## src/rtl/noc_pkg.sv

```systemverilog
// Shared router definitions: flit type codes, the type field width,
// one-hot mux select constants and the packet arbiter state encoding.
package noc_pkg;

    // Flit type field occupies the top bits of every flit.
    localparam int unsigned TYPEW = 2;

    localparam logic [1:0] FLIT_NONE = 2'b00;
    localparam logic [1:0] FLIT_HEAD = 2'b01;
    localparam logic [1:0] FLIT_TAIL = 2'b10;
    localparam logic [1:0] FLIT_DATA = 2'b11;

    // One-hot select for the 2:1 flit mux; bit0 = input 0, bit1 = input 1.
    localparam logic [1:0] SEL_NONE = 2'b00;
    localparam logic [1:0] SEL_0    = 2'b01;
    localparam logic [1:0] SEL_1    = 2'b10;

    typedef enum logic {
        StIdle,
        StLock
    } arb_state_e;

    // Select code for a single input index.
    function automatic logic [1:0] sel_of(input logic idx);
        return idx ? SEL_1 : SEL_0;
    endfunction

endpackage

```

## src/rtl/rr_pick2.sv

```systemverilog
// Combinational two-requester round-robin picker. rr names the preferred
// requester when both request; a lone requester always wins.
module rr_pick2 (
    input  logic [1:0] req_i,
    input  logic       rr_i,
    output logic [1:0] gnt_o
);
    import noc_pkg::*;

    // Pick the preferred requester on contention, else whoever requests.
    always_comb begin
        gnt_o = SEL_NONE;
        unique case (req_i)
            2'b01:   gnt_o = SEL_0;
            2'b10:   gnt_o = SEL_1;
            2'b11:   gnt_o = sel_of(rr_i);
            default: gnt_o = SEL_NONE;
        endcase
    end

endmodule

```

## src/rtl/mux_pkt_arbiter.sv

```systemverilog
// Packet-level round-robin arbiter for the router output 2:1 flit mux.
// Holds a grant from HEAD to TAIL so packets never interleave, acks the
// granted input on downstream readiness, and force-releases a granted
// input that stays idle for TIMEOUT cycles.
module mux_pkt_arbiter #(
    parameter int unsigned TYPEW   = 2,
    parameter int unsigned TIMEOUT = 16,
    parameter int unsigned CNTW    = 8
) (
    input  logic             clk,
    input  logic             rst_,
    input  logic             ivalid_0,
    input  logic [TYPEW-1:0] itype_0,
    input  logic             ivalid_1,
    input  logic [TYPEW-1:0] itype_1,
    input  logic             ordy,
    output logic [1:0]       sel,
    output logic             iack_0,
    output logic             iack_1,
    output logic             busy,
    output logic [CNTW-1:0]  flit_cnt,
    output logic             err_type,
    output logic             err_tmo
);
    import noc_pkg::*;

    localparam logic [TYPEW-1:0] TyHead = TYPEW'(FLIT_HEAD);
    localparam logic [TYPEW-1:0] TyTail = TYPEW'(FLIT_TAIL);
    localparam logic [TYPEW-1:0] TyData = TYPEW'(FLIT_DATA);
    localparam logic [CNTW-1:0]  TmoVal = CNTW'(TIMEOUT);
    localparam logic [CNTW-1:0]  CntMax = '1;

    arb_state_e      state_q, state_d;
    logic [1:0]      sel_q, sel_d;
    logic            rr_q, rr_d;
    logic [CNTW-1:0] wdog_q, wdog_d;
    logic [CNTW-1:0] cnt_q, cnt_d;
    logic            err_type_q, err_type_d;
    logic            err_tmo_q, err_tmo_d;

    logic [1:0]       head_req;
    logic [1:0]       bad_req;
    logic [1:0]       pick_gnt;
    logic             gidx;
    logic             vld_g;
    logic [TYPEW-1:0] typ_g;
    logic             head_other;
    logic             xfer;
    logic [CNTW-1:0]  wdog_inc;

    // Per-input request decode: HEADs request, stray DATA/TAIL are errors in idle.
    always_comb begin
        head_req[0] = ivalid_0 && (itype_0 == TyHead);
        head_req[1] = ivalid_1 && (itype_1 == TyHead);
        bad_req[0]  = ivalid_0 && ((itype_0 == TyData) || (itype_0 == TyTail));
        bad_req[1]  = ivalid_1 && ((itype_1 == TyData) || (itype_1 == TyTail));
    end

    rr_pick2 u_pick (
        .req_i (head_req),
        .rr_i  (rr_q),
        .gnt_o (pick_gnt)
    );

    // Granted-input view; only meaningful while locked (sel_q one-hot).
    always_comb begin
        gidx       = sel_q[1];
        vld_g      = gidx ? ivalid_1 : ivalid_0;
        typ_g      = gidx ? itype_1 : itype_0;
        head_other = gidx ? head_req[0] : head_req[1];
        xfer       = (state_q == StLock) && vld_g && ordy;
        wdog_inc   = wdog_q + CNTW'(1);
    end

    // Next-state: grant, packet tracking, back-to-back handover and watchdog.
    always_comb begin
        state_d    = state_q;
        sel_d      = sel_q;
        rr_d       = rr_q;
        wdog_d     = wdog_q;
        cnt_d      = cnt_q;
        err_type_d = 1'b0;
        err_tmo_d  = 1'b0;

        unique case (state_q)
            StIdle: begin
                // A HEAD is never flagged, so "ungranted" reduces to any stray flit.
                err_type_d = |bad_req;
                if (pick_gnt != SEL_NONE) begin
                    state_d = StLock;
                    sel_d   = pick_gnt;
                    cnt_d   = '0;
                    wdog_d  = '0;
                end
            end
            StLock: begin
                if (vld_g) begin
                    // Any presented flit, even when stalled by ordy, keeps the watchdog quiet.
                    wdog_d = '0;
                    if (xfer) begin
                        if (cnt_q != CntMax) begin
                            cnt_d = cnt_q + CNTW'(1);
                        end
                        if (typ_g == TyTail) begin
                            rr_d = ~gidx;
                            if (head_other) begin
                                // Hand over without an idle bubble.
                                sel_d = sel_of(~gidx);
                                cnt_d = '0;
                            end else begin
                                state_d = StIdle;
                                sel_d   = SEL_NONE;
                            end
                        end
                    end
                end else if (wdog_inc == TmoVal) begin
                    state_d   = StIdle;
                    sel_d     = SEL_NONE;
                    rr_d      = ~gidx;
                    wdog_d    = '0;
                    err_tmo_d = 1'b1;
                end else begin
                    wdog_d = wdog_inc;
                end
            end
            default: begin
                state_d = StIdle;
                sel_d   = SEL_NONE;
            end
        endcase
    end

    // State register with asynchronous active-low reset.
    always_ff @(posedge clk or negedge rst_) begin
        if (!rst_) begin
            state_q    <= StIdle;
            sel_q      <= SEL_NONE;
            rr_q       <= 1'b0;
            wdog_q     <= '0;
            cnt_q      <= '0;
            err_type_q <= 1'b0;
            err_tmo_q  <= 1'b0;
        end else begin
            state_q    <= state_d;
            sel_q      <= sel_d;
            rr_q       <= rr_d;
            wdog_q     <= wdog_d;
            cnt_q      <= cnt_d;
            err_type_q <= err_type_d;
            err_tmo_q  <= err_tmo_d;
        end
    end

    // Outputs: acks are combinational on the granted input only.
    always_comb begin
        sel      = sel_q;
        busy     = (state_q == StLock);
        iack_0   = xfer && !gidx;
        iack_1   = xfer && gidx;
        flit_cnt = cnt_q;
        err_type = err_type_q;
        err_tmo  = err_tmo_q;
    end

endmodule
```

## config.mk

```make
export PLATFORM = sky130hd
export DESIGN_NAME = mux_pkt_arbiter
export DESIGN_NICKNAME = d
export VERILOG_FILES = /design/src/rtl/noc_pkg.sv /design/src/rtl/rr_pick2.sv /design/src/rtl/mux_pkt_arbiter.sv
export SDC_FILE = /design/constraint.sdc
export NUM_CORES = 1
export LEC_CHECK = 0
export CORE_AREA = 2 2 53 55
export DETAILED_ROUTE_END_ITERATION = 10
export DIE_AREA = 0 0 55 57
export PLACE_DENSITY = 0.8
export SLEW_MARGIN = 5
export SYNTH_ARGS = -nofsm -noshare
export SYNTH_HDL_FRONTEND = slang
export SYNTH_SLANG_ARGS = --single-unit
```

## constraint.sdc

```tcl
create_clock -name clk -period 3.98 [get_ports clk]
set_input_delay 0.796 -clock clk [delete_from_list [all_inputs] [get_ports clk]]
set_output_delay 0.796 -clock clk [all_outputs]
set_load 0.05 [all_outputs]
```

==> results by group, run 1 <==
Yosys
  • Synth cell types: 46
  • Cells after Synth: ~140
  • Synth top area cells: dfrtp_1 (41%), a21oi_1 (4.1%), nor2_1 (3.6%), nand3_1 (3.3%), o21ai_0 (3.3%)
  • Top-area cell type share of the netlist area: 40.6%
  • Synth Area per Inst: 9.62 um2
  • Sequential area share after synthesis: between 40 and 50%
  • Synth Flop Type: dfrtp_1
  • Number of synthesized register bits: 22
  • EDFF count, synth: 0
  • Syn_nets: between 150 and 200
  • Synthesized cell area: between 0.001 and 0.0015 mm2
  • Cell taking the most area after synthesis: dfrtp_1
  • Post-synth ARST share: 100%
  • Commonest cells post-synth: dfrtp_1 (22), nor2_1 (13), nand2_1 (12), a21oi_1 (11)
  • Most frequent cell after synthesis: dfrtp_1
  • Ys Warns: 0

Detailed routing
  • Vias: between 1000 and 1500
  • Wire per inst: 15.6 um
  • DRT antenna net count: 0
  • # DRC: 0
  • Starting DRC count in detailed routing: 25
  • Routed WL: between 3 and 4 mm
  • Drt pass-1 iters: 4
  • Vias per inst: around 6

Global routing
  • Initial antenna violation count: 0
  • Global route overflow: 0
  • First-pass GRT wire length: 4.92 mm
  • Total track usage: a little over a fifth
  • Largest net degree at the start of global routing: 23
  • Vias in the first global route: around 1200

Outcome
  • Status: finished clean

Floorplanning
  • Num rows: 19
  • Die area: 0.00314 mm2
  • Std-Cell Core Area: about 0.0026 mm2
  • IO Pins: 24
  • Die width: between 50 and 60 um
  • Initial Utilization: between 50% and 60%
  • Die Ht: about 57 um

Timing
  • Slew headroom: between 30 and 40%
  • Hold Slack: ~0.51 ns
  • Minimum clock period: 3.56 ns
  • Fmax: roughly 280 MHz
  • Period utilisation layout: 89.4%
  • Crit path setup slack, layout: between 0.4 and 0.5 ns
  • RSZ-0062 raised after global routing: false
  • Layout Skew: between 0.0015 and 0.002 ns
  • TNS Setup: 0 ns
  • # setup viols final: 0
  • Fin. max-slew vios: 0
  • Worst Tran Pin Value: about 0.96 ns
  • Final hold vios: 0

Worst setup path
  • Crit Path Class: in2out
  • CP peak stage delay: between 0.8 and 0.9 ns
  • Crit-path cells: clkdlybuf4s50_1 -> mux2_2 -> nand3_1 -> nor2_1 -> clkdlybuf4s50_1
  • Max Fanout on Critical Path: 6
  • CP arrival: 2.76 ns
  • Critical Path RT: between 3 and 4 ns
  • Worst setup SP type: input pin
  • Setup crit end kind: primary output
  • Crit path max-delay cell type: clkdlybuf4s50_1
  • Most used cell, CP: clkdlybuf4s50_1

Clocking
  • Root Driver: clkbuf_4
  • # Post-CTS Setup Buffers: 0
  • Post-cts gate resize count: 0
  • Worst-path clk slew: 0.13 ns
  • Skew-Pair Late Insertion Delay: around 0.31 ns
  • Max clock buf depth: 2
  • CTS tree: built
  • CTS sink count: 22
  • Number of buffers created by CTS: 3
  • Hold Buf Count CTS: 0
  • H-Tree Depth: 1

Cells and area
  • Fin nets: 176
  • Final instance area: 0.00166 mm2
  • Layout cells sized above 1: 11.0%
  • N_diodes: 0
  • Synth-to-Final Area Change: 22.0%
  • Post-Layout Cell Count: between 150 and 200

Placement
  • Area after DPL: between 0.0015 and 0.002 mm2
  • Placer congestion estimate: between 0.8 and 0.9
  • DP HPWL: 2.28 mm
  • Pre-CTS setup slack: roughly 0.46 ns
  • Port Buffers: 23
  • Placed Cells: 190

Power
  • LEAKAGE: slightly below 0.0007 uW
  • Worst VDD drop: between 300 and 400 uV
  • Pwr/cell area: between 500 and 600 mW/mm2

Hold path
  • HP Class: reg2reg

Job
  • Maxcap violations: 0
==> kinds of logic (layout without fill, tap and decap cells) <==
kind of cell,count (synthesis),after routing,share of synthesized area (%)
buffers and inverters,6,28,1.94
adder cells (fa/ha/maj),3,3,2.77
XOR/XNOR,4,4,2.58
flip-flops,22,22,40.6
multiplexers,5,5,3.97
AND/OR/NAND/NOR,57,57,23.3
AO/OA/AOI/OAI,44,44,24.8
==> metal layers <==
metal	vias up	wire length, um	GRT usage, %
met5	-	0	0
met1	563	1330	24.2
met2	25	1570	37.6
met4	0	38	8.71
li1	574	-	-
met3	4	94	2.88
==> worst paths after layout <==
check	to	cells past startpoint	from	slack, ns
max	iack_0	5	ivalid_1	0.42
min	sel[0]	1	sel[0]	0.51
max reg2reg	sel[0]	6	wdog_q[0]	1.93
min reg2reg	sel[0]	1	sel[0]	0.51
max in group asynchronous	sel[0]	1	rst_	2.40
min in group asynchronous	err_type	1	rst_	1.00
==> final cells by class <==
cell class	instances	area, um2
inverter	1	3.75
fill	227	960
sequential	22	551
timing repair buffer	23	230
tap	31	38.8
clock inverter	1	30.0
multi-input combinational	113	779
clock buffer	3	22.5
==> sequential cells by signal, summed over array words and instances (netlist names) <==
name and cells:
sel 2, busy 1, rr_q 1, flit_cnt 8
wdog_q 8, err_type 1, err_tmo 1
==> critical path, delay by kind of cell <==
kind / cells / cell delay, ns
buf+inv: 2 / 1.37
mux: 1 / 0.21
simple gates: 2 / 0.38
==> placed cells by master, fill, tap and decap left out, types with 2 or more instances in the layout <==
| cell | count |
|---|---|
| nor3b_1 | 3 |
| nand3_1 | 9 |
| clkbuf_4 | 3 |
| nand2_1 | 12 |
| clkdlybuf4s50_1 | 23 |
| nor2_1 | 13 |
| a21oi_1 | 11 |
| mux2_1 | 2 |
| ha_1 | 3 |
| o21ai_0 | 9 |
| o31ai_1 | 4 |
| and3b_1 | 3 |
| mux2i_1 | 2 |
| a21o_1 | 4 |
| o22ai_2 | 2 |
| xnor2_1 | 4 |
| and3_1 | 2 |
| a22oi_1 | 2 |
| nand4_1 | 2 |
| dfrtp_1 | 22 |
| nand2b_1 | 2 |
==> per-stage QoR <==
stage	util, %	total power, uW
2_1_floorplan	-	637
3_3_place_gp	61.3	748
3_5_place_dp	61.3	761
4_1_cts	63.3	935
5_1_grt	63.3	986
6_report	63.3	931
==> power by group <==
part	internal [uW]	total, uW	switching, uW
Combinational	163	425	262
Clock	102	174	72.7
Sequential	265	332	67.6
Total	529	931	402
Note: power is estimated with default switching activity, not from simulation.
==> run 2: changes to the inputs <==
Settings changed: CORE_AREA 2 2 53 55 to 2 2 49 51, DIE_AREA 0 0 55 57 to 0 0 51 53, DONT_BUFFER_PORTS set to 1, PLACE_DENSITY 0.8 to 0.79.
==> run 2 against run 1 <==
Sequential power up 31%. Via count down 5.7%. Clock-buffer cell count up 1. Cell count down 13%. Register-to-register slack worse by 0.23 ns. Highest routed layer unchanged.
==> results by group, run 2 (same netlist as run 1, synthesis figures left out) <==
Outcome
  • Status: finished clean (unchanged)

Placement
  • DP HPWL: 2.09 mm (was 2.28 mm)
  • Port Buffers: 0 (was 23)
  • Placer congestion estimate: 0.874 (was 0.896)
  • Area after DPL: 0.00138 mm2 (was 0.00160 mm2)
  • Placed Cells: 165 (was 190)

Power
  • Pwr/cell area: 576 mW/mm2 (was 563 mW/mm2)
  • LEAKAGE: 0.000604 uW (was 0.000690 uW)
  • Tot Pwr: 814 uW (was 931 uW)
  • Worst VDD drop: 438 uV (was 381 uV)

Worst setup path
  • Top delay family on crit path: flip-flops (was buffers and inverters)
  • CP arrival: 2.17 ns (was 2.76 ns)
  • R2R Path Start: sel[1] (was wdog_q[0])
  • Setup crit end kind: primary output (unchanged)
  • WP buf/inv: 0 (was 2)
  • Crit-path cells: mux2_2 -> and2_1 -> and3_1 (was clkdlybuf4s50_1 -> mux2_2 -> nand3_1 -> nor2_1 -> clkdlybuf4s50_1)
  • CP peak stage delay: 0.87 ns (was 0.83 ns)
  • Reg2Reg Depth: 4 (was 6)
  • Reg-to-reg critical path endpoint: flit_cnt[5] (was sel[0])
  • Crit path max-delay cell type: dfrtp_1 (was clkdlybuf4s50_1)
  • Max Fanout on Critical Path: 13 (was 6)
  • Critical Path RT: 3.18 ns (about the same)
  • Crit Path Class: reg2out (was in2out)
  • Worst setup SP type: flip-flop (was input pin)
  • FF-to-FF setup slack: 1.70 ns (was 1.93 ns)

Hold path
  • HP Class: in2async (was reg2reg)

Global routing
  • Largest net degree at the start of global routing: 23 (unchanged)
  • Vias in the first global route: 1047 (was 1177)
  • First-pass GRT wire length: 4.51 mm (was 4.92 mm)
  • Met2 usage: 40.0% (was 37.6%)
  • Met1 GRT Util: 26.5% (was 24.2%)
  • Global route overflow: 0 (unchanged)
  • Total track usage: 22.3% (was 21.0%)
  • Initial antenna violation count: 0 (unchanged)
  • GR peak layer: met2 (unchanged)
  • Met3 GRT Util: 3.39% (was 2.88%)

Cells and area
  • Layout cells sized above 1: 13.5% (was 11.0%)
  • Post-Layout Cell Count: 169 (was 194)
  • Fin nets: 154 (was 176)
  • Commonest non-fill, non-tap cell in the layout: dfrtp_1 (was clkdlybuf4s50_1)
  • # fillers: 168 (was 227)
  • Most frequent cells in the layout: dfrtp_1 (22), nor2_1 (13), nand2_1 (12), a21oi_1 (11) (was clkdlybuf4s50_1 (23), dfrtp_1 (22), nor2_1 (13), nand2_1 (12), a21oi_1 (11))
  • N_diodes: 0 (unchanged)
  • Synth-to-Final Area Change: 4.15% (was 22.0%)
  • Final instance area: 0.00141 mm2 (was 0.00166 mm2)

Clocking
  • Root Driver: clkbuf_4 (unchanged)
  • Hold Buf Count CTS: 0 (unchanged)
  • H-Tree Depth: 1 (unchanged)
  • Max clock buf depth: 2 (unchanged)
  • Post-cts gate resize count: 0 (unchanged)
  • Number of buffers created by CTS: 3 (unchanged)
  • CTS tree: built (unchanged)
  • Skew-Pair Late Insertion Delay: 0.30 ns (was 0.31 ns)
  • Worst-path clk slew: 0.13 ns (about the same)
  • CTS sink count: 22 (unchanged)
  • # Post-CTS Setup Buffers: 0 (unchanged)

Floorplanning
  • Die Ht: 53 um (was 57 um)
  • Num rows: 17 (was 19)
  • Die area: 0.00270 mm2 (was 0.00314 mm2)
  • Std-Cell Core Area: 0.00215 mm2 (was 0.00262 mm2)
  • Die width: 51 um (was 55 um)
  • Initial Utilization: 63.1% (was 51.9%)
  • IO Pins: 24 (unchanged)

Timing
  • Final hold vios: 0 (unchanged)
  • Minimum clock period: 2.97 ns (was 3.56 ns)
  • TNS Setup: 0 ns (unchanged)
  • Fin. max-slew vios: 0 (unchanged)
  • Layout Skew: 0.00472 ns (was 0.00179 ns)
  • Worst Tran Pin Value: 0.825 ns (was 0.960 ns)
  • # setup viols final: 0 (unchanged)
  • Fmax: 337 MHz (was 281 MHz)
  • Slew headroom: 45.0% (was 35.8%)
  • RSZ-0062 raised after global routing: false (unchanged)
  • Period utilisation layout: 74.5% (was 89.4%)

Detailed routing
  • Routed WL: 2.80 mm (was 3.03 mm)
  • Vias per inst: 6.50 (was 6.01)
  • Drt pass-1 iters: 4 (unchanged)
  • # DRC: 0 (unchanged)
  • DRT antenna net count: 0 (unchanged)
  • Vias: 1099 (was 1166)
  • Wire per inst: 16.6 um (was 15.6 um)
  • Starting DRC count in detailed routing: 38 (was 25)

Job
  • Maxcap violations: 0 (unchanged)
## run 2: routing by layer
layer	wire, um	share of wire (%)
met2	1430	51
met3	111	4.0
met1	1200	43
met5	0	0
met4	51	1.8
## run 2: power by group
group / switching, uW / internal (uW)
Combinational: 144 / 110
Clock: 68.4 / 55.8
Sequential: 174 / 262
Total: 386 / 428
## run 2: cell type report
| type | count | area, um2 | share of cell area [%] |
|---|---|---|---|
| sequential | 22 | 551 | 39.0 |
| tap | 28 | 35.0 | 2.48 |
| clock buffer | 4 | 36.3 | 2.57 |
| multi-input combinational | 113 | 779 | 55.2 |
| timing repair buffer | 1 | 7.51 | 0.531 |
| inverter | 1 | 3.75 | 0.266 |
## run 2: worst max-delay path by stage
stage          startpoint     end  slack (ns)  cells after the start
3_5_place_dp       sel[1]  iack_1        1.37                      3
4_1_cts            sel[1]  iack_1        1.02                      3
5_1_grt            sel[1]  iack_1        0.95                      3
3_3_place_gp       sel[1]  iack_1        1.43                      3
2_1_floorplan    ivalid_1  iack_0        1.35                      3
6_report           sel[1]  iack_1        1.01                      3
## run 2: stage by stage
stage / util [%] / setup slack [ns] / hold slack (ns)
3_5_place_dp: 64.1 / 1.37 / 0.501
3_3_place_gp: 64.1 / 1.43 / 0.501
6_report: 65.8 / 1.01 / 0.162
2_1_floorplan: - / 1.35 / 0.500
5_1_grt: 65.8 / 0.946 / 0.144
4_1_cts: 65.8 / 1.02 / 0.157
